===== config.mk =====
export PLATFORM = sky130hd
export DESIGN_NAME = accum_arbiter
export DESIGN_NICKNAME = d
export VERILOG_FILES = /design/src/rtl/accum_pkg.sv /design/src/rtl/lookahead_adder.sv /design/src/rtl/rr_arbiter2.sv /design/src/rtl/accum_arbiter.sv
export SDC_FILE = /design/constraint.sdc
export NUM_CORES = 1
export LEC_CHECK = 0
export ABC_AREA = 0
export BUFFER_PORTS_ARGS = -buffer_cell sky130_fd_sc_hd__buf_4
export CORE_AREA = 5 5 106 58
export DETAILED_ROUTE_END_ITERATION = 7
export DIE_AREA = 0 0 111 63
export PLACE_DENSITY = 0.79
export SLEW_MARGIN = 20
export SYNTH_ARGS = -nofsm -noshare
export SYNTH_HDL_FRONTEND = slang
export SYNTH_HIERARCHICAL = 1
export SYNTH_SLANG_ARGS = --single-unit

===== constraint.sdc =====
create_clock -name clk -period 5.6 [get_ports clk]
set_input_delay 0.28 -clock clk [delete_from_list [all_inputs] [get_ports clk]]
set_output_delay 0.28 -clock clk [all_outputs]
set_load 0.01 [all_outputs]

===== src/rtl/accum_pkg.sv =====
// Shared types and sizing for the two-requester accumulator.
// The arbiter, adder and top all agree on these definitions.
package accum_pkg;

    localparam int DATA_WIDTH = 16;
    localparam int ACC_WIDTH  = DATA_WIDTH + 1;

    typedef enum logic [1:0] {
        IDLE = 2'd0,
        EXEC = 2'd1,
        DONE = 2'd2
    } state_t;

    typedef enum logic {
        OP_ADD = 1'b0,
        OP_SUB = 1'b1
    } op_t;

endpackage


===== src/rtl/lookahead_adder.sv =====
// Carry-lookahead adder built from 4-bit groups.
// Group generate/propagate let the carry bypass each group.
module lookahead_adder #(
    parameter int WIDTH = 16
) (
    input  logic [WIDTH-1:0] a,
    input  logic [WIDTH-1:0] b,
    input  logic             cin,
    output logic [WIDTH-1:0] s,
    output logic             cout
);

    logic [WIDTH-1:0] g;
    logic [WIDTH-1:0] p;

    assign g = a & b;
    assign p = a ^ b;

    always_comb begin
        logic carry;
        logic gcin;
        logic gg;
        logic pg;
        s     = '0;
        carry = cin;
        gcin  = 1'b0;
        gg    = 1'b0;
        pg    = 1'b1;
        for (int base = 0; base < WIDTH; base += 4) begin
            gcin = carry;
            gg   = 1'b0;
            pg   = 1'b1;
            for (int k = 0; k < 4; k++) begin
                if (base + k < WIDTH) begin
                    s[base+k] = p[base+k] ^ carry;
                    carry     = g[base+k] | (p[base+k] & carry);
                    gg        = g[base+k] | (p[base+k] & gg);
                    pg        = pg & p[base+k];
                end
            end
            // Carry out of the group comes from group G/P, not the bit chain.
            carry = gg | (pg & gcin);
        end
        cout = carry;
    end

endmodule


===== src/rtl/rr_arbiter2.sv =====
// Two-way round-robin grant; the last winner loses a tie.
// last_grant moves only when the granted request is actually accepted.
module rr_arbiter2 (
    input  logic       clk,
    input  logic       reset,
    input  logic [1:0] req,
    input  logic       accept,
    output logic [1:0] grant
);

    logic last_grant_q;
    logic last_grant_d;

    always_comb begin
        grant = req;
        if (req == 2'b11) begin
            grant = last_grant_q ? 2'b01 : 2'b10;
        end
    end

    always_comb begin
        last_grant_d = last_grant_q;
        if (accept) begin
            last_grant_d = grant[1];
        end
    end

    // Reset to 1 so requester 0 wins the first tie.
    always_ff @(posedge clk or posedge reset) begin
        if (reset) begin
            last_grant_q <= 1'b1;
        end else begin
            last_grant_q <= last_grant_d;
        end
    end

endmodule


===== src/rtl/accum_arbiter.sv =====
// Shares one adder and accumulator between two valid/ready requesters.
// Handshake: a request is taken on the edge where req_valid_i & req_ready_o.
module accum_arbiter #(
    parameter int DATA_WIDTH = 16
) (
    input  logic                       clk,
    input  logic                       reset,
    input  logic                       clear_i,
    input  logic [1:0]                 req_valid_i,
    input  logic [1:0]                 req_sub_i,
    input  logic [1:0][DATA_WIDTH-1:0] req_data_i,
    output logic [1:0]                 req_ready_o,
    output logic [DATA_WIDTH:0]        acc_o,
    output logic                       ovf_o,
    output logic                       busy_o,
    output logic                       done_o,
    output logic                       done_id_o
);

    import accum_pkg::*;

    localparam int ACC_W = DATA_WIDTH + 1;

    state_t                state_q,   state_d;
    logic [DATA_WIDTH-1:0] op_q,      op_d;
    op_t                   sub_q,     sub_d;
    logic                  id_q,      id_d;
    logic [ACC_W-1:0]      acc_q,     acc_d;
    logic                  ovf_q,     ovf_d;
    logic                  busy_q,    busy_d;
    logic                  done_q,    done_d;
    logic                  done_id_q, done_id_d;

    logic [1:0]            arb_req;
    logic [1:0]            grant;
    logic                  accept;

    logic [DATA_WIDTH-1:0] add_a;
    logic [DATA_WIDTH-1:0] add_b;
    logic                  add_cin;
    logic [DATA_WIDTH-1:0] add_s;
    logic                  add_cout;

    // Requests only reach the arbiter in IDLE, so ready is never speculative.
    assign arb_req     = (state_q == IDLE) ? req_valid_i : 2'b00;
    assign accept      = |grant;
    assign req_ready_o = grant;

    rr_arbiter2 u_arb (
        .clk    (clk),
        .reset  (reset),
        .req    (arb_req),
        .accept (accept),
        .grant  (grant)
    );

    assign add_cin = (sub_q == OP_SUB);
    assign add_a   = add_cin ? ~op_q : op_q;
    assign add_b   = acc_q[DATA_WIDTH-1:0];

    lookahead_adder #(
        .WIDTH (DATA_WIDTH)
    ) u_adder (
        .a    (add_a),
        .b    (add_b),
        .cin  (add_cin),
        .s    (add_s),
        .cout (add_cout)
    );

    always_comb begin
        state_d   = state_q;
        op_d      = op_q;
        sub_d     = sub_q;
        id_d      = id_q;
        acc_d     = acc_q;
        ovf_d     = ovf_q;
        done_id_d = done_id_q;

        case (state_q)
            IDLE: begin
                if (accept) begin
                    id_d    = grant[1];
                    op_d    = req_data_i[grant[1]];
                    sub_d   = req_sub_i[grant[1]] ? OP_SUB : OP_ADD;
                    state_d = EXEC;
                end
            end
            EXEC: begin
                // Top bit is carry for add, borrow (inverted carry) for subtract.
                acc_d = {add_cin ? ~add_cout : add_cout, add_s};
                if ((add_a[DATA_WIDTH-1] == add_b[DATA_WIDTH-1]) &&
                    (add_s[DATA_WIDTH-1] != add_a[DATA_WIDTH-1])) begin
                    ovf_d = 1'b1;
                end
                done_id_d = id_q;
                state_d   = DONE;
            end
            DONE: begin
                state_d = IDLE;
            end
            default: begin
                state_d = IDLE;
            end
        endcase

        // Clear beats writeback but never stalls the FSM or a grant.
        if (clear_i) begin
            acc_d = '0;
            ovf_d = 1'b0;
        end

        busy_d = (state_d != IDLE);
        done_d = (state_d == DONE);
    end

    always_ff @(posedge clk or posedge reset) begin
        if (reset) begin
            state_q   <= IDLE;
            op_q      <= '0;
            sub_q     <= OP_ADD;
            id_q      <= 1'b0;
            acc_q     <= '0;
            ovf_q     <= 1'b0;
            busy_q    <= 1'b0;
            done_q    <= 1'b0;
            done_id_q <= 1'b0;
        end else begin
            state_q   <= state_d;
            op_q      <= op_d;
            sub_q     <= sub_d;
            id_q      <= id_d;
            acc_q     <= acc_d;
            ovf_q     <= ovf_d;
            busy_q    <= busy_d;
            done_q    <= done_d;
            done_id_q <= done_id_d;
        end
    end

    assign acc_o     = acc_q;
    assign ovf_o     = ovf_q;
    assign busy_o    = busy_q;
    assign done_o    = done_q;
    assign done_id_o = done_id_q;

endmodule


== Word level (Yosys, flattened, before mapping) ==
Index checks and enable logic that the tools add are counted.

* Flip-flop bits (word level): 42
* Output and inout bits: 23
* Input port bits: 39
* Word-level logic and storage cells: 129

* Bitwise logic cells: 88
* Reduce and logical (&&, ||, !) cells: 8
* $lt $le $gt $ge: 1
* Multiplexer cells: 17
* Eq/ne operators: 5

{| class="wikitable"
|+ Operators with widths
! kind !! count
|-
| 16-bit two-way mux || 3
|-
| 1-bit AND || 40
|-
| 17-bit two-way mux || 2
|-
| 1-bit bitwise OR || 28
|-
| 16-bit AND || 1
|-
| 16-bit inverter || 1
|-
| 1-bit XOR || 16
|-
| 16-bit XOR || 1
|-
| 2-bit two-way mux || 4
|-
| 1-bit two-way mux || 7
|-
| 2-bit nonzero test || 3
|-
| 2-bit equality test (second input constant) || 2
|-
| 2-bit case mux with 2 select lines || 1
|-
| 2-bit AND reduction || 2
|-
| 2-bit by 1-bit equality test with 1-bit output (second input constant) || 1
|-
| 2-bit zero test || 1
|-
| 1-bit by 2-bit < comparator with 1-bit output (second input constant) || 1
|-
| 2-bit OR reduction || 1
|-
| 1-bit equality test || 1
|-
| 1-bit logical AND || 1
|-
| 1-bit != test || 1
|-
| 1-bit inverter || 1
|}

== Depth between registers and ports, before layout ==
Gate-level depths: netlist (run 1).

* Word-level depth: 26
* Gate-level depth with buffers: 14
* Gate-level depth less buffers: 12

== Modules after synthesis ==
The synthesis (run 1) kept the hierarchy.

{| class="wikitable"
|+ By module, submodules not included
! module !! area each (µm²) !! cells each !! instances
|-
| accum_arbiter || 1938.1 || 192 || 1
|-
| lookahead_adder || 660.6 || 62 || 1
|-
| rr_arbiter2 || 67.6 || 6 || 1
|}

== Least setup slack after synthesis (run 1) ==
Ideal clock, no wire load.

* Path type: flip-flop to flip-flop
* Start: register sub_q, in the netlist add_cin
* End: register ovf_q, in the netlist ovf_o
* Setup slack: 1737 ps
* Period minus slack after synthesis: 3863 ps
* Path buffers: 2
* Data required time: 5518 ps
* Arrival time: 3781 ps
* Stages on the path, launching flop included: 15
* Path through: dfrtp_1 buf_4 buf_2 xor2_1 ha_1 o21ai_0 o22ai_1 o21ai_2 o21bai_1 fa_1 fa_1 fa_1 xor2_1 or4b_1 a31oi_1

* Elaborated cells between the ends (all ways): 48
* Those cells by class: eq/ne (2); mux (1); bitwise (42); reduce/logical (3)

{| class="wikitable"
|+ RTL lines
! element !! RTL line !! RTL
|-
| from (decl) || accum_arbiter.sv:26 || <nowiki>op_t sub_q, sub_d;</nowiki>
|-
| from (signal assigned) || accum_arbiter.sv:131 || <nowiki>sub_q <= sub_d;</nowiki>
|-
| 16-bit two-way mux (*) || accum_arbiter.sv:58 || <nowiki>assign add_a = add_cin ? ~op_q : op_q;</nowiki>
|-
| via add_a[6] || accum_arbiter.sv:38 || <nowiki>logic [DATA_WIDTH-1:0] add_a;</nowiki>
|-
| 16-bit XOR || lookahead_adder.sv:17 || <nowiki>assign p = a ^ b;</nowiki>
|-
| 1-bit AND || lookahead_adder.sv:37 || <nowiki>gg = g[base+k] | (p[base+k] & gg);</nowiki>
|-
| 1-bit bitwise OR || lookahead_adder.sv:37 ||
|-
| 1-bit AND || lookahead_adder.sv:37 ||
|-
| 1-bit bitwise OR || lookahead_adder.sv:37 ||
|-
| 1-bit bitwise OR (*) || lookahead_adder.sv:42 || <nowiki>carry = gg | (pg & gcin);</nowiki>
|-
| [6 not listed] || - ||
|-
| 1-bit AND (*) || lookahead_adder.sv:36 || <nowiki>carry = g[base+k] | (p[base+k] & carry);</nowiki>
|-
| 1-bit bitwise OR (*) || lookahead_adder.sv:36 ||
|-
| 1-bit XOR (*) || lookahead_adder.sv:35 || <nowiki>s[base+k] = p[base+k] ^ carry;</nowiki>
|-
| via add_s[15] || accum_arbiter.sv:41 || <nowiki>logic [DATA_WIDTH-1:0] add_s;</nowiki>
|-
| 1-bit != test (*) || accum_arbiter.sv:93 || <nowiki>(add_s[DATA_WIDTH-1] != add_a[DATA_WIDTH-1])) begin</nowiki>
|-
| 1-bit logical AND (*) || accum_arbiter.sv:92 || <nowiki>if ((add_a[DATA_WIDTH-1] == add_b[DATA_WIDTH-1]) &&</nowiki>
|-
| 2-bit nonzero test (no source line) (*) || - ||
|-
| 2-bit AND reduction (no source line) (*) || - ||
|-
| to (signal assigned) || accum_arbiter.sv:134 || <nowiki>ovf_q <= ovf_d;</nowiki>
|-
| to (decl) || accum_arbiter.sv:29 || <nowiki>logic ovf_q, ovf_d;</nowiki>
|}

Mark *: on every way through the listed nets, which the timed path passes. The rest lies on a longest branch.
A chain may end at the register's enable or synchronous reset.

== Worst setup path in the final report (run 1) ==
* Start: register sub_q, in the netlist add_cin
* End: register ovf_q, in the netlist ovf_o

* Elaborated cells between the ends (all ways): 48
* Those cells by class: eq/ne (2); mux (1); bitwise (42); reduce/logical (3)

{| class="wikitable"
|+ RTL lines
! element !! RTL line
|-
| 16-bit two-way mux (*) || accum_arbiter.sv:58
|-
| via add_a[2] || accum_arbiter.sv:38
|-
| 16-bit XOR || lookahead_adder.sv:17
|-
| 1-bit AND || lookahead_adder.sv:37
|-
| 1-bit bitwise OR || lookahead_adder.sv:37
|-
| 1-bit AND || lookahead_adder.sv:37
|-
| 1-bit bitwise OR || lookahead_adder.sv:37
|-
| 1-bit bitwise OR (*) || lookahead_adder.sv:42
|-
| [8 not listed] || -
|-
| 1-bit AND (*) || lookahead_adder.sv:36
|-
| 1-bit bitwise OR (*) || lookahead_adder.sv:36
|-
| 1-bit XOR (*) || lookahead_adder.sv:35
|-
| via add_s[15] || accum_arbiter.sv:41
|-
| 1-bit != test (*) || accum_arbiter.sv:93
|-
| 1-bit logical AND (*) || accum_arbiter.sv:92
|-
| 2-bit nonzero test (no source line) (*) || -
|-
| 2-bit AND reduction (no source line) (*) || -
|}

Marked as above.

==> results of run 1 <==
logic make-up after synthesis:
logic type / after synthesis / synth area share [%]
fa+ha+maj: 28 / 16.5
xor+xnor: 21 / 6.90
mux: 18 / 6.94
flops: 41 / 38.5
compound gates: 74 / 16.9
simple gates: 51 / 8.92
buf+inv: 27 / 5.26
sequential cells by signal (all words and copies together) (netlist names):
name / cells
op_q: 16
ovf_o: 1
id_q: 1
acc_o: 17
state_q: 1
add_cin: 1
busy_o: 1
u_arb/last_grant_q: 1
done_o: 1
done_id_o: 1
worst max-delay path: stages, from the launching register on:
cell and delay [ns]:
sky130_fd_sc_hd__dfrtp_1 0.93, sky130_fd_sc_hd__xor2_1 0.31, sky130_fd_sc_hd__ha_1 0.31, sky130_fd_sc_hd__and3_4 0.18
sky130_fd_sc_hd__a311o_1 0.35, sky130_fd_sc_hd__o21ai_2 0.17, sky130_fd_sc_hd__o21bai_1 0.12, sky130_fd_sc_hd__fa_1 0.40
sky130_fd_sc_hd__fa_1 0.40, sky130_fd_sc_hd__fa_1 0.38, sky130_fd_sc_hd__xor2_1 0.20, sky130_fd_sc_hd__or4b_1 0.46
sky130_fd_sc_hd__a31oi_1 0.17
final cells by class:
cell class,instances,share of cell area [%]
Sequential cell,41,31.6
Tap cell,73,2.81
Inverter,11,1.27
Clock inverter,3,0.655
Clock buffer,5,2.12
Timing Repair Buffer,66,15.3
Multi-Input combinational cell,192,46.2
per-stage QoR:
stage               worst slack, ns  util [%]  hold slack [ns]  cell area [µm²]
CTS                            1.13      62.4            0.270             3250
detailed placement             1.16      60.4            0.297             3150
floorplan                      1.74         -            0.170             2670
global route                  0.834      62.4            0.285             3250
finish                         1.13      62.4            0.274             3250
global placement               1.29      60.4            0.296             3150
placed cells by master, fill, tap and decap left out, types with 2 or more instances in the layout:
cell type                  synthesis  layout
sky130_fd_sc_hd__dfrtp_1          40      40
sky130_fd_sc_hd__a211oi_1          3       3
sky130_fd_sc_hd__nor2_1            2       2
sky130_fd_sc_hd__and2_1            2       2
sky130_fd_sc_hd__a21o_1            2       2
sky130_fd_sc_hd__nand2_1          37      37
sky130_fd_sc_hd__a21oi_1          43      43
sky130_fd_sc_hd__buf_4             1      65
sky130_fd_sc_hd__a21oi_2           9       9
sky130_fd_sc_hd__nand2b_1          3       3
sky130_fd_sc_hd__o21ai_0           5       5
sky130_fd_sc_hd__ha_1             16      16
sky130_fd_sc_hd__inv_1            11      11
sky130_fd_sc_hd__a31oi_1           2       2
sky130_fd_sc_hd__clkbuf_8          0       5
sky130_fd_sc_hd__mux2i_1          17      17
sky130_fd_sc_hd__xor2_1           20      20
sky130_fd_sc_hd__fa_1             12      12
power by group:
group / internal, W / switching [W] / leakage, nW
Sequential: 0.000442 / 0.000174 / 0.504
Combinational: 0.000601 / 0.000744 / 1.00
Clock: 0.0000884 / 0.000109 / 0.0445
Total: 0.00113 / 0.00103 / 1.55
worst min path at each step:
stage / start / to / slack, ns / cells past startpoint
global placement: reset / u_arb/last_grant_q / 0.30 / 2
global route: req_data_i[0] / op_q[0] / 0.28 / 3
finish: req_data_i[1] / op_q[1] / 0.27 / 3
CTS: req_data_i[1] / op_q[1] / 0.27 / 3
detailed placement: reset / u_arb/last_grant_q / 0.30 / 2
floorplan: reset / u_arb/last_grant_q / 0.17 / 1
per-layer routing:
layer	vias up	GRT usage (%)	share of wire (%)	wire length (µm)
met2	75	25.2	40	2370
met3	5	5.03	8.3	496
li1	1010	-	-	-
met5	-	0	0	0
met1	950	27.8	51	3090
met4	0	4.92	0.78	47
==> flow_summary.html, run 1 <==
<table>
<tr><th>Metric</th><th>Value</th></tr>
<tr><th colspan="2">Status</th></tr>
<tr><td>Outcome</td><td>finished clean</td></tr>
<tr><th colspan="2">Worst setup path</th></tr>
<tr><td>Launch point of the worst path</td><td>add_cin</td></tr>
<tr><td>Worst Path Required</td><td>5.83 ns</td></tr>
<tr><td>FF-to-FF path depth</td><td>12</td></tr>
<tr><td>Critical path capture point</td><td>ovf_o</td></tr>
<tr><td>Reg-to-reg critical path startpoint</td><td>add_cin</td></tr>
<tr><td>Worst r2r dst</td><td>ovf_o</td></tr>
<tr><td>Category of the most critical setup path</td><td>reg2reg</td></tr>
<tr><td>Arrival time reported for the critical path endpoint</td><td>4.69 ns</td></tr>
<tr><td>Critical Path Fanout Max</td><td>21</td></tr>
<tr><td>Category of the worst setup path capture point</td><td>register</td></tr>
<tr><td>CP Launch Type</td><td>register</td></tr>
<tr><td>Reg-to-reg setup timing slack</td><td>1.13 ns</td></tr>
<tr><th colspan="2">Die</th></tr>
<tr><td>Total number of placement rows</td><td>19</td></tr>
<tr><td>Vert. Die Dim</td><td>63 µm</td></tr>
<tr><td>Core Region</td><td>0.00521 mm²</td></tr>
<tr><td>Starting density of the core</td><td>51.2%</td></tr>
<tr><td>Full die area</td><td>0.00699 mm²</td></tr>
<tr><td>Die extent in x</td><td>111 µm</td></tr>
<tr><td>Number of placed I/O pins</td><td>62</td></tr>
<tr><th colspan="2">Power</th></tr>
<tr><td>Power density over the cells</td><td>665 mW/mm²</td></tr>
<tr><td>Leakage</td><td>1.55 nW</td></tr>
<tr><td>Total power</td><td>0.00216 W</td></tr>
<tr><td>IR Drop Worst-Case VDD</td><td>329 µV</td></tr>
<tr><th colspan="2">Timing</th></tr>
<tr><td>Setup total negative slack</td><td>0 ns</td></tr>
<tr><td>Slew Limit Fails</td><td>0</td></tr>
<tr><td>Setup-violating endpoint count in the final report</td><td>0</td></tr>
<tr><td>RSZ-0062 raised after global routing</td><td>no</td></tr>
<tr><td>Final Hold Violating Endpoints</td><td>0</td></tr>
<tr><td>Fmax</td><td>224 MHz</td></tr>
<tr><td>Post-layout min period</td><td>4.47 ns</td></tr>
<tr><td>Worst slew pin tran</td><td>0.888 ns</td></tr>
<tr><td>Final worst-path cycle share</td><td>79.8%</td></tr>
<tr><td>Post-route clock skew</td><td>0.0112 ns</td></tr>
<tr><td>Max-slew headroom at the worst pin</td><td>40.8%</td></tr>
<tr><th colspan="2">Yosys</th></tr>
<tr><td>Number of cells produced by synthesis</td><td>260</td></tr>
<tr><td>Cell type with the largest total area after synthesis</td><td>sky130_fd_sc_hd__dfrtp_1</td></tr>
<tr><td>Cell variety after synth</td><td>41</td></tr>
<tr><td>Synth Net Count</td><td>327</td></tr>
<tr><td>Count of flip-flops with a built-in enable after synthesis</td><td>0</td></tr>
<tr><td>Async set-or-reset flop fraction in the synthesized netlist</td><td>100%</td></tr>
<tr><td>Post-synthesis area per instance</td><td>10.3 µm²</td></tr>
<tr><td>Top FF cell, synth</td><td>sky130_fd_sc_hd__dfrtp_1</td></tr>
<tr><td>Seq/Total Area, Yosys</td><td>38.5%</td></tr>
<tr><td>Largest cells by area after synthesis</td><td>sky130_fd_sc_hd__dfrtp_1 (38%), sky130_fd_sc_hd__fa_1 (9.0%), sky130_fd_sc_hd__a21oi_1 (8.1%)</td></tr>
<tr><td>Most frequently used cell type in the post-synthesis netlist</td><td>sky130_fd_sc_hd__a21oi_1</td></tr>
<tr><td>Portion of synthesized cell area occupied by the leading cell type</td><td>37.5%</td></tr>
<tr><td>Total standard cell area after synthesis</td><td>0.00267 mm²</td></tr>
<tr><td>Top cells by instance count after synthesis</td><td>sky130_fd_sc_hd__a21oi_1 (43), sky130_fd_sc_hd__dfrtp_1 (40), sky130_fd_sc_hd__nand2_1 (37)</td></tr>
<tr><td>Number of storage elements in the synthesis netlist</td><td>41</td></tr>
<tr><td>Synth Warn #</td><td>6</td></tr>
<tr><th colspan="2">Route</th></tr>
<tr><td>Routed via count</td><td>2040</td></tr>
<tr><td>Initial detailed-routing violation count</td><td>123</td></tr>
<tr><td>Remaining routing DRC violations</td><td>0</td></tr>
<tr><td>Vias per std cell</td><td>5.22</td></tr>
<tr><td>Detailed-route wire length</td><td>6010 µm</td></tr>
<tr><td>Antenna Nets Post-Route</td><td>0</td></tr>
<tr><td>First-pass detailed-route iteration total</td><td>4</td></tr>
<tr><td>WL/cell</td><td>15.4 µm</td></tr>
<tr><th colspan="2">GRT</th></tr>
<tr><td>Largest net degree at the start of global routing</td><td>41</td></tr>
<tr><td>Antenna violations before repair</td><td>0</td></tr>
<tr><td>Via count of the first global-routing pass</td><td>2060</td></tr>
<tr><td>Congestion Overflow GR</td><td>0</td></tr>
<tr><td>GRT Total Usage</td><td>18.3%</td></tr>
<tr><td>Global-route wire length before repair</td><td>10200 µm</td></tr>
<tr><th colspan="2">Layout</th></tr>
<tr><td>Number of cells in the finished layout apart from fillers</td><td>391</td></tr>
<tr><td>Antenna diode count</td><td>0</td></tr>
<tr><td>Number of filler cells placed in the layout</td><td>438</td></tr>
<tr><td>Combined area of the multi-input logic cells</td><td>0.00150 mm²</td></tr>
<tr><td>Nets@finish</td><td>384</td></tr>
<tr><td>Synth-to-layout area growth</td><td>21.8%</td></tr>
<tr><td>Sequential cell area</td><td>0.00103 mm²</td></tr>
<tr><td>Fraction of layout cells with a size suffix above 1</td><td>27.7%</td></tr>
<tr><th colspan="2">Placement</th></tr>
<tr><td>Post-DP HPWL</td><td>4710 µm</td></tr>
<tr><td>Final GP Congestion</td><td>0.900</td></tr>
<tr><td>Count of placed standard cells including taps</td><td>382</td></tr>
<tr><td>Port bufs</td><td>61</td></tr>
<tr><th colspan="2">CTS</th></tr>
<tr><td>CTS clk-pin slew, worst paths</td><td>0.09 ns</td></tr>
<tr><td>Total CTS buffers</td><td>5</td></tr>
<tr><td>Clk Tree Root Cell</td><td>sky130_fd_sc_hd__clkbuf_8</td></tr>
<tr><td>TritonCTS clock tree</td><td>done</td></tr>
<tr><td>Hold bufs inserted after CTS</td><td>1</td></tr>
<tr><td>CTS-repair resized insts</td><td>0</td></tr>
<tr><td>Clock network latency to the later pin of the worst-skew pair</td><td>0.30 ns</td></tr>
<tr><td>Largest buffer count on any clock path</td><td>2</td></tr>
<tr><td>Number of clock sinks</td><td>41</td></tr>
<tr><td>Post-CTS Setup Bufs</td><td>0</td></tr>
<tr><td>H-tree depth reported by CTS</td><td>2</td></tr>
<tr><th colspan="2">Run</th></tr>
<tr><td>Max-cap violation count</td><td>0</td></tr>
<tr><th colspan="2">Min path</th></tr>
<tr><td>Hold Path Class</td><td>in2reg</td></tr>
</table>
(Power assumes the default switching activity.)
==> run 2, diff against run 1 <==
- clock period: 5.6 -> 4.5 ns (I/O delays scaled with it)
==> flow_summary.html, run 2 (synthesis results as in run 1) <==
<table>
<tr><th>Metric</th><th>Value</th></tr>
<tr><th colspan="2">Die</th></tr>
<tr><td>Vert. Die Dim</td><td>63 µm (unchanged)</td></tr>
<tr><td>Starting density of the core</td><td>51.2% (unchanged)</td></tr>
<tr><td>Full die area</td><td>0.00699 mm² (unchanged)</td></tr>
<tr><td>Number of placed I/O pins</td><td>62 (unchanged)</td></tr>
<tr><td>Die extent in x</td><td>111 µm (unchanged)</td></tr>
<tr><td>Total number of placement rows</td><td>19 (unchanged)</td></tr>
<tr><td>Core Region</td><td>0.00521 mm² (unchanged)</td></tr>
<tr><th colspan="2">GRT</th></tr>
<tr><td>Antenna violations before repair</td><td>0 (unchanged)</td></tr>
<tr><td>Global-route wire length before repair</td><td>10300 µm (+0.96%)</td></tr>
<tr><td>GRT Total Usage</td><td>18.4% (+0.076 points)</td></tr>
<tr><td>Largest net degree at the start of global routing</td><td>41 (unchanged)</td></tr>
<tr><td>Global routing met2 resource utilization</td><td>24.2% (-0.98 points)</td></tr>
<tr><td>Layer with the highest usage</td><td>met1</td></tr>
<tr><td>GR met3 Demand/Resource</td><td>5.13% (+0.097 points)</td></tr>
<tr><td>Congestion Overflow GR</td><td>0 (unchanged)</td></tr>
<tr><td>Via count of the first global-routing pass</td><td>2083 (+1.1%)</td></tr>
<tr><td>Met1 usage</td><td>28.8% (+1.0 points)</td></tr>
<tr><th colspan="2">Layout</th></tr>
<tr><td>Combined area of the multi-input logic cells</td><td>0.00150 mm² (unchanged)</td></tr>
<tr><td>Sequential cell area</td><td>0.00103 mm² (unchanged)</td></tr>
<tr><td>Largest register FFs</td><td>17 (unchanged)</td></tr>
<tr><td>Fraction of layout cells with a size suffix above 1</td><td>27.7% (unchanged)</td></tr>
<tr><td>Antenna diode count</td><td>0 (unchanged)</td></tr>
<tr><td>Most frequent cells in the layout</td><td>sky130_fd_sc_hd__buf_4 (65), sky130_fd_sc_hd__a21oi_1 (43), sky130_fd_sc_hd__dfrtp_1 (40)</td></tr>
<tr><td>Synth-to-layout area growth</td><td>22.9%</td></tr>
<tr><td>Most common cell after layout, fill and taps aside</td><td>sky130_fd_sc_hd__buf_4</td></tr>
<tr><td>Nets@finish</td><td>384 (unchanged)</td></tr>
<tr><td>Number of filler cells placed in the layout</td><td>433 (-1.1%)</td></tr>
<tr><th colspan="2">Worst setup path</th></tr>
<tr><td>Worst Path Required</td><td>4.72 ns (-1.11 ns)</td></tr>
<tr><td>CP Launch Type</td><td>register</td></tr>
<tr><td>Cells traversed along the worst timing path</td><td>xor2_1, ha_1, and3_4, a311o_1, o21ai_2, o21bai_1, fa_1, fa_1, fa_1, xor2_1, or4b_1, a31oi_1</td></tr>
<tr><td>Category of the most critical setup path</td><td>reg2reg</td></tr>
<tr><td>Arrival time reported for the critical path endpoint</td><td>4.41 ns (-0.28 ns)</td></tr>
<tr><td>Category of the worst setup path capture point</td><td>register</td></tr>
<tr><td>Critical Path Fanout Max</td><td>9 (-57%)</td></tr>
<tr><td>Most frequent cell on the critical path</td><td>sky130_fd_sc_hd__fa_1</td></tr>
<tr><td>CP top delay family</td><td>adder cells</td></tr>
<tr><td>Buffers plus inverters on the worst setup path</td><td>0 (unchanged)</td></tr>
<tr><td>Stage delay of the slowest cell on the critical path</td><td>0.56 ns (-0.37 ns)</td></tr>
<tr><td>Crit-path slowest cell</td><td>sky130_fd_sc_hd__dfrtp_1</td></tr>
<tr><th colspan="2">Route</th></tr>
<tr><td>Remaining routing DRC violations</td><td>0 (unchanged)</td></tr>
<tr><td>WL/cell</td><td>15.5 µm (+0.95%)</td></tr>
<tr><td>Routed via count</td><td>2038 (-0.098%)</td></tr>
<tr><td>Vias per std cell</td><td>5.21 (about the same)</td></tr>
<tr><td>First-pass detailed-route iteration total</td><td>4 (unchanged)</td></tr>
<tr><td>Detailed-route wire length</td><td>6060 µm (+0.95%)</td></tr>
<tr><td>Initial detailed-routing violation count</td><td>93 (-24%)</td></tr>
<tr><td>Antenna Nets Post-Route</td><td>0 (unchanged)</td></tr>
<tr><th colspan="2">Placement</th></tr>
<tr><td>Post-DP HPWL</td><td>4630 µm (-1.6%)</td></tr>
<tr><td>Final GP Congestion</td><td>0.912 (+1.4%)</td></tr>
<tr><td>Worst-case setup slack after placement</td><td>0.364 ns (-0.794 ns)</td></tr>
<tr><td>Port bufs</td><td>61 (unchanged)</td></tr>
<tr><th colspan="2">Power</th></tr>
<tr><td>Total power</td><td>0.00277 W (+28%)</td></tr>
<tr><td>IR Drop Worst-Case VDD</td><td>338 µV (+2.9%)</td></tr>
<tr><td>Power density over the cells</td><td>845 mW/mm² (+27%)</td></tr>
<tr><td>Leakage</td><td>1.56 nW (+0.85%)</td></tr>
<tr><th colspan="2">Timing</th></tr>
<tr><td>Final Hold Violating Endpoints</td><td>0 (unchanged)</td></tr>
<tr><td>Fmax</td><td>239 MHz (+6.9%)</td></tr>
<tr><td>Setup-violating endpoint count in the final report</td><td>0 (unchanged)</td></tr>
<tr><td>RSZ-0062 raised after global routing</td><td>no</td></tr>
<tr><td>Max-slew headroom at the worst pin</td><td>46.6% (+5.8 points)</td></tr>
<tr><td>Final worst-path cycle share</td><td>92.9% (+13 points)</td></tr>
<tr><td>Setup WS post-layout</td><td>0.319 ns (-0.813 ns)</td></tr>
<tr><td>Post-layout min period</td><td>4.18 ns (-0.287 ns)</td></tr>
<tr><td>Post-route clock skew</td><td>0.00402 ns (-0.00718 ns)</td></tr>
<tr><td>Slew Limit Fails</td><td>0 (unchanged)</td></tr>
<tr><td>Setup total negative slack</td><td>0 ns (unchanged)</td></tr>
<tr><td>Worst slew pin tran</td><td>0.801 ns (-0.0870 ns)</td></tr>
<tr><th colspan="2">CTS</th></tr>
<tr><td>Total CTS buffers</td><td>5 (unchanged)</td></tr>
<tr><td>CTS clk-pin slew, worst paths</td><td>0.08 ns (about the same)</td></tr>
<tr><td>CTS-repair resized insts</td><td>0 (unchanged)</td></tr>
<tr><td>TritonCTS clock tree</td><td>done</td></tr>
<tr><td>Clk Tree Root Cell</td><td>sky130_fd_sc_hd__clkbuf_8</td></tr>
<tr><td>Post-CTS Setup Bufs</td><td>0 (unchanged)</td></tr>
<tr><td>Number of clock sinks</td><td>41 (unchanged)</td></tr>
<tr><td>H-tree depth reported by CTS</td><td>2 (unchanged)</td></tr>
<tr><td>Clock network latency to the later pin of the worst-skew pair</td><td>0.30 ns (about the same)</td></tr>
<tr><td>Largest buffer count on any clock path</td><td>2 (unchanged)</td></tr>
<tr><th colspan="2">Status</th></tr>
<tr><td>Outcome</td><td>finished clean</td></tr>
<tr><th colspan="2">Run</th></tr>
<tr><td>Max-cap violation count</td><td>0 (unchanged)</td></tr>
<tr><th colspan="2">Min path</th></tr>
<tr><td>Hold Path Class</td><td>in2reg</td></tr>
</table>
## run 2: cell count changes in the layout (fill, tap and decap cells not counted)
cell | before | now
sky130_fd_sc_hd__bufinv_16 | 0 | 1
sky130_fd_sc_hd__clkbuf_8 | 5 | 6
sky130_fd_sc_hd__clkinv_2 | 1 | 0
sky130_fd_sc_hd__inv_6 | 1 | 0
## run 2: cell type report
class / count / area share, %
Clock buffer: 6 / 2.52
Clock inverter: 2 / 1.15
Inverter: 11 / 1.26
Multi-Input combinational cell: 192 / 45.7
Sequential cell: 41 / 31.3
Tap cell: 73 / 2.79
Timing Repair Buffer: 66 / 15.2
## run 2: where the power goes
group / switching [W] / total (W) / leakage (nW) / internal [W]
combinational: 0.000950 / 0.00170 / 1.00 / 0.000751
clock: 0.000133 / 0.000314 / 0.0574 / 0.000180
sequential: 0.000201 / 0.000752 / 0.504 / 0.000551
total: 0.00128 / 0.00277 / 1.56 / 0.00148
## run 2: stage by stage
step                      std cells  utilization [%]  hold WS, ns  cell area [µm²]
final                           391             62.9        0.223             3280
after global placement          382             60.4        0.241             3150
after floorplan                 260                -        0.115             2670
after global routing            391             62.9        0.230             3280
after detailed placement        382             60.4        0.252             3150
after CTS                       391             62.9        0.218             3280
## run 2: repair_timing
item / CTS / global route
hold endpoints to repair: 1 / 0
hold buffers: 1 / 0
setup endpoints to repair: 0 / 0
## run 2: layer usage
metal / wire, µm / vias to the layer above
li1: - / 1002
met1: 3210 / 944
met2: 2330 / 87
met3: 469 / 5
met4: 51 / 0
met5: 0 / -
## run 2: worst register-to-register path, cell delays in order (launching register included)
cell and delay, ns:
sky130_fd_sc_hd__dfrtp_1 0.56, sky130_fd_sc_hd__xor2_1 0.36, sky130_fd_sc_hd__ha_1 0.31, sky130_fd_sc_hd__and3_4 0.16, sky130_fd_sc_hd__a311o_1 0.35, sky130_fd_sc_hd__o21ai_2 0.16
sky130_fd_sc_hd__o21bai_1 0.14, sky130_fd_sc_hd__fa_1 0.41, sky130_fd_sc_hd__fa_1 0.39, sky130_fd_sc_hd__fa_1 0.40, sky130_fd_sc_hd__xor2_1 0.24, sky130_fd_sc_hd__or4b_1 0.46
sky130_fd_sc_hd__a31oi_1 0.17
## run 2: final timing paths
kind,startpoint,endpoint,slack [ns],cells after the start
worst max-delay path,add_cin,ovf_o,0.32,12
worst min-delay path,req_data_i[12],op_q[12],0.22,3
worst max register to register,add_cin,ovf_o,0.32,12
worst min register to register,done_id_o,done_id_o,0.50,2
max in group asynchronous,reset,acc_o[0],3.53,4
min in group asynchronous,reset,u_arb/last_grant_q,0.48,3
==> run 3, diff against run 2 <==
- BUFFER_PORTS_ARGS: -buffer_cell sky130_fd_sc_hd__buf_4 -> -buffer_cell sky130_fd_sc_hd__buf_2
==> flow_summary.html, run 3 (synthesis results as in run 1) <==
<table>
<tr><th>Metric</th><th>Value</th></tr>
<tr><th colspan="2">Worst setup path</th></tr>
<tr><td>Worst Path Required</td><td>4.72 ns (about the same)</td></tr>
<tr><td>Reg-to-reg setup timing slack</td><td>0.27 ns (-0.05 ns)</td></tr>
<tr><td>FF-to-FF path depth</td><td>12 (unchanged)</td></tr>
<tr><td>Category of the most critical setup path</td><td>reg2reg</td></tr>
<tr><td>Critical Path Fanout Max</td><td>10 (+1)</td></tr>
<tr><td>Category of the worst setup path capture point</td><td>register</td></tr>
<tr><td>Reg-to-reg critical path startpoint</td><td>add_cin</td></tr>
<tr><td>Launch point of the worst path</td><td>add_cin</td></tr>
<tr><td>Arrival time reported for the critical path endpoint</td><td>4.45 ns (+0.04 ns)</td></tr>
<tr><td>Worst r2r dst</td><td>ovf_o</td></tr>
<tr><td>CP Launch Type</td><td>register</td></tr>
<tr><th colspan="2">GRT</th></tr>
<tr><td>Via count of the first global-routing pass</td><td>2048 (-1.7%)</td></tr>
<tr><td>Global-route wire length before repair</td><td>10400 µm (+1.4%)</td></tr>
<tr><td>Met1 usage</td><td>29.5% (+0.71 points)</td></tr>
<tr><td>Global routing met2 resource utilization</td><td>24.0% (-0.23 points)</td></tr>
<tr><td>Antenna violations before repair</td><td>0 (unchanged)</td></tr>
<tr><td>Congestion Overflow GR</td><td>0 (unchanged)</td></tr>
<tr><td>GRT Total Usage</td><td>18.5% (+0.17 points)</td></tr>
<tr><td>GR met3 Demand/Resource</td><td>5.32% (+0.19 points)</td></tr>
<tr><td>Layer with the highest usage</td><td>met1</td></tr>
<tr><td>Largest net degree at the start of global routing</td><td>41 (unchanged)</td></tr>
<tr><th colspan="2">Layout</th></tr>
<tr><td>Fraction of layout cells with a size suffix above 1</td><td>27.7% (unchanged)</td></tr>
<tr><td>Largest register FFs</td><td>17 (unchanged)</td></tr>
<tr><td>Number of filler cells placed in the layout</td><td>444 (+2.5%)</td></tr>
<tr><td>Most frequent cells in the layout</td><td>sky130_fd_sc_hd__buf_2 (61), sky130_fd_sc_hd__a21oi_1 (43), sky130_fd_sc_hd__dfrtp_1 (40)</td></tr>
<tr><td>Antenna diode count</td><td>0 (unchanged)</td></tr>
<tr><td>Synth-to-layout area growth</td><td>17.2%</td></tr>
<tr><td>Most common cell after layout, fill and taps aside</td><td>sky130_fd_sc_hd__buf_2</td></tr>
<tr><td>Number of cells in the finished layout apart from fillers</td><td>391 (unchanged)</td></tr>
<tr><td>Final std cell area, no fill</td><td>0.00312 mm² (-4.7%)</td></tr>
<tr><td>Nets@finish</td><td>384 (unchanged)</td></tr>
<tr><th colspan="2">Route</th></tr>
<tr><td>First-pass detailed-route iteration total</td><td>4 (unchanged)</td></tr>
<tr><td>Routed via count</td><td>2082 (+2.2%)</td></tr>
<tr><td>Remaining routing DRC violations</td><td>0 (unchanged)</td></tr>
<tr><td>WL/cell</td><td>15.8 µm (+2.1%)</td></tr>
<tr><td>Vias per std cell</td><td>5.32 (+2.2%)</td></tr>
<tr><td>Detailed-route wire length</td><td>6190 µm (+2.1%)</td></tr>
<tr><td>Antenna Nets Post-Route</td><td>0 (unchanged)</td></tr>
<tr><td>Initial detailed-routing violation count</td><td>99 (+6.5%)</td></tr>
<tr><th colspan="2">Min path</th></tr>
<tr><td>Hold Path Class</td><td>in2reg</td></tr>
<tr><td>Number of cells on the worst hold path</td><td>3 (unchanged)</td></tr>
<tr><td>Hold path endpoint</td><td>op_q[2]</td></tr>
<tr><td>Worst hold path startpoint</td><td>req_data_i[2]</td></tr>
<tr><th colspan="2">Timing</th></tr>
<tr><td>Final Hold Violating Endpoints</td><td>0 (unchanged)</td></tr>
<tr><td>Post-route clock skew</td><td>0.00425 ns (+0.000231 ns)</td></tr>
<tr><td>Post-layout min period</td><td>4.23 ns (+0.0518 ns)</td></tr>
<tr><td>Final worst-path cycle share</td><td>94.1% (+1.2 points)</td></tr>
<tr><td>Setup-violating endpoint count in the final report</td><td>0 (unchanged)</td></tr>
<tr><td>Setup total negative slack</td><td>0 ns (unchanged)</td></tr>
<tr><td>RSZ-0062 raised after global routing</td><td>no</td></tr>
<tr><td>Worst slew pin tran</td><td>0.829 ns (+0.0277 ns)</td></tr>
<tr><td>Fmax</td><td>236 MHz (-1.2%)</td></tr>
<tr><td>Slew Limit Fails</td><td>0 (unchanged)</td></tr>
<tr><td>Max-slew headroom at the worst pin</td><td>44.7% (-1.8 points)</td></tr>
<tr><th colspan="2">Power</th></tr>
<tr><td>Leakage</td><td>1.53 nW (-2.3%)</td></tr>
<tr><td>Power density over the cells</td><td>869 mW/mm² (+2.9%)</td></tr>
<tr><td>IR Drop Worst-Case VDD</td><td>355 µV (+4.8%)</td></tr>
<tr><th colspan="2">Die</th></tr>
<tr><td>Starting density of the core</td><td>51.2% (unchanged)</td></tr>
<tr><td>Total number of placement rows</td><td>19 (unchanged)</td></tr>
<tr><td>Number of placed I/O pins</td><td>62 (unchanged)</td></tr>
<tr><td>Full die area</td><td>0.00699 mm² (unchanged)</td></tr>
<tr><td>Core Region</td><td>0.00521 mm² (unchanged)</td></tr>
<tr><td>Die extent in x</td><td>111 µm (unchanged)</td></tr>
<tr><td>Vert. Die Dim</td><td>63 µm (unchanged)</td></tr>
<tr><th colspan="2">CTS</th></tr>
<tr><td>Clock network latency to the later pin of the worst-skew pair</td><td>0.29 ns (about the same)</td></tr>
<tr><td>Clk Tree Root Cell</td><td>sky130_fd_sc_hd__clkbuf_8</td></tr>
<tr><td>Total CTS buffers</td><td>5 (unchanged)</td></tr>
<tr><td>CTS clk-pin slew, worst paths</td><td>0.08 ns (about the same)</td></tr>
<tr><td>TritonCTS clock tree</td><td>done</td></tr>
<tr><td>H-tree depth reported by CTS</td><td>2 (unchanged)</td></tr>
<tr><td>Number of clock sinks</td><td>41 (unchanged)</td></tr>
<tr><td>Largest buffer count on any clock path</td><td>2 (unchanged)</td></tr>
<tr><td>CTS-repair resized insts</td><td>0 (unchanged)</td></tr>
<tr><th colspan="2">Placement</th></tr>
<tr><td>Port bufs</td><td>61 (unchanged)</td></tr>
<tr><td>Post-DP HPWL</td><td>4710 µm (+1.8%)</td></tr>
<tr><td>Count of placed standard cells including taps</td><td>382 (unchanged)</td></tr>
<tr><td>Final GP Congestion</td><td>0.900 (-1.4%)</td></tr>
<tr><td>Cell Area, Placed</td><td>0.00299 mm² (-4.9%)</td></tr>
<tr><th colspan="2">Run</th></tr>
<tr><td>Max-cap violation count</td><td>0 (unchanged)</td></tr>
<tr><th colspan="2">Status</th></tr>
<tr><td>Outcome</td><td>finished clean</td></tr>
</table>
==> run 3: report_power, final <==
group          switching [W]  internal (W)
registers           0.000193      0.000551
logic               0.000965      0.000693
clock network       0.000132      0.000180
==> run 3: routing by layer <==
metal	vias to the layer above	share of wire (%)
met5	-	0
met3	9	7.3
met4	0	1.3
met1	980	51
li1	1005	-
met2	88	40
==> run 3: worst max-delay path, cell delays in order (launching register included) <==
cell and delay (ns):
sky130_fd_sc_hd__dfrtp_1 0.61, sky130_fd_sc_hd__xor2_1 0.31, sky130_fd_sc_hd__ha_1 0.31, sky130_fd_sc_hd__a211oi_1 0.40
sky130_fd_sc_hd__o22ai_1 0.18, sky130_fd_sc_hd__o21ai_2 0.21, sky130_fd_sc_hd__o21bai_1 0.13, sky130_fd_sc_hd__fa_1 0.39
sky130_fd_sc_hd__fa_1 0.39, sky130_fd_sc_hd__fa_1 0.38, sky130_fd_sc_hd__xor2_1 0.23, sky130_fd_sc_hd__or4b_1 0.45
sky130_fd_sc_hd__a31oi_1 0.17
==> run 3: how the worst max path moves through the flow <==
stage,end,slack [ns],depth (start not counted)
after floorplan,ovf_o,0.64,14
after global placement,ovf_o,0.56,12
after detailed placement,ovf_o,0.33,12
after CTS,ovf_o,0.30,12
after global routing,ovf_o,0.02,13
final,ovf_o,0.27,12
==> run 3: cell type report <==
type	instances	area [µm²]	area share, %
sequential	41	1030	32.9
tap	73	91.3	2.92
clock buffer	6	82.6	2.64
clock inverter	2	37.5	1.20
multi-input combinational	192	1500	48.0
timing repair buffer	66	345	11.1
inverter	11	41.3	1.32
==> run 3: repair_timing <==
item | 4_1_cts | 5_1_grt
hold buffers | 1 | 0
endpoints found under the hold margin | 1 | 0
buffers inserted | 0 | 0
==> run 3: through the flow <==
step           total power (W)  worst slack (ns)  hold slack [ns]  util (%)
6_report               0.00271             0.267            0.229      60.0
5_1_grt                0.00296            0.0159            0.228      60.0
4_1_cts                0.00272             0.302            0.228      60.0
3_5_place_dp           0.00240             0.334            0.243      57.5
3_3_place_gp           0.00233             0.561            0.232      57.5
2_1_floorplan          0.00198             0.637            0.115         -
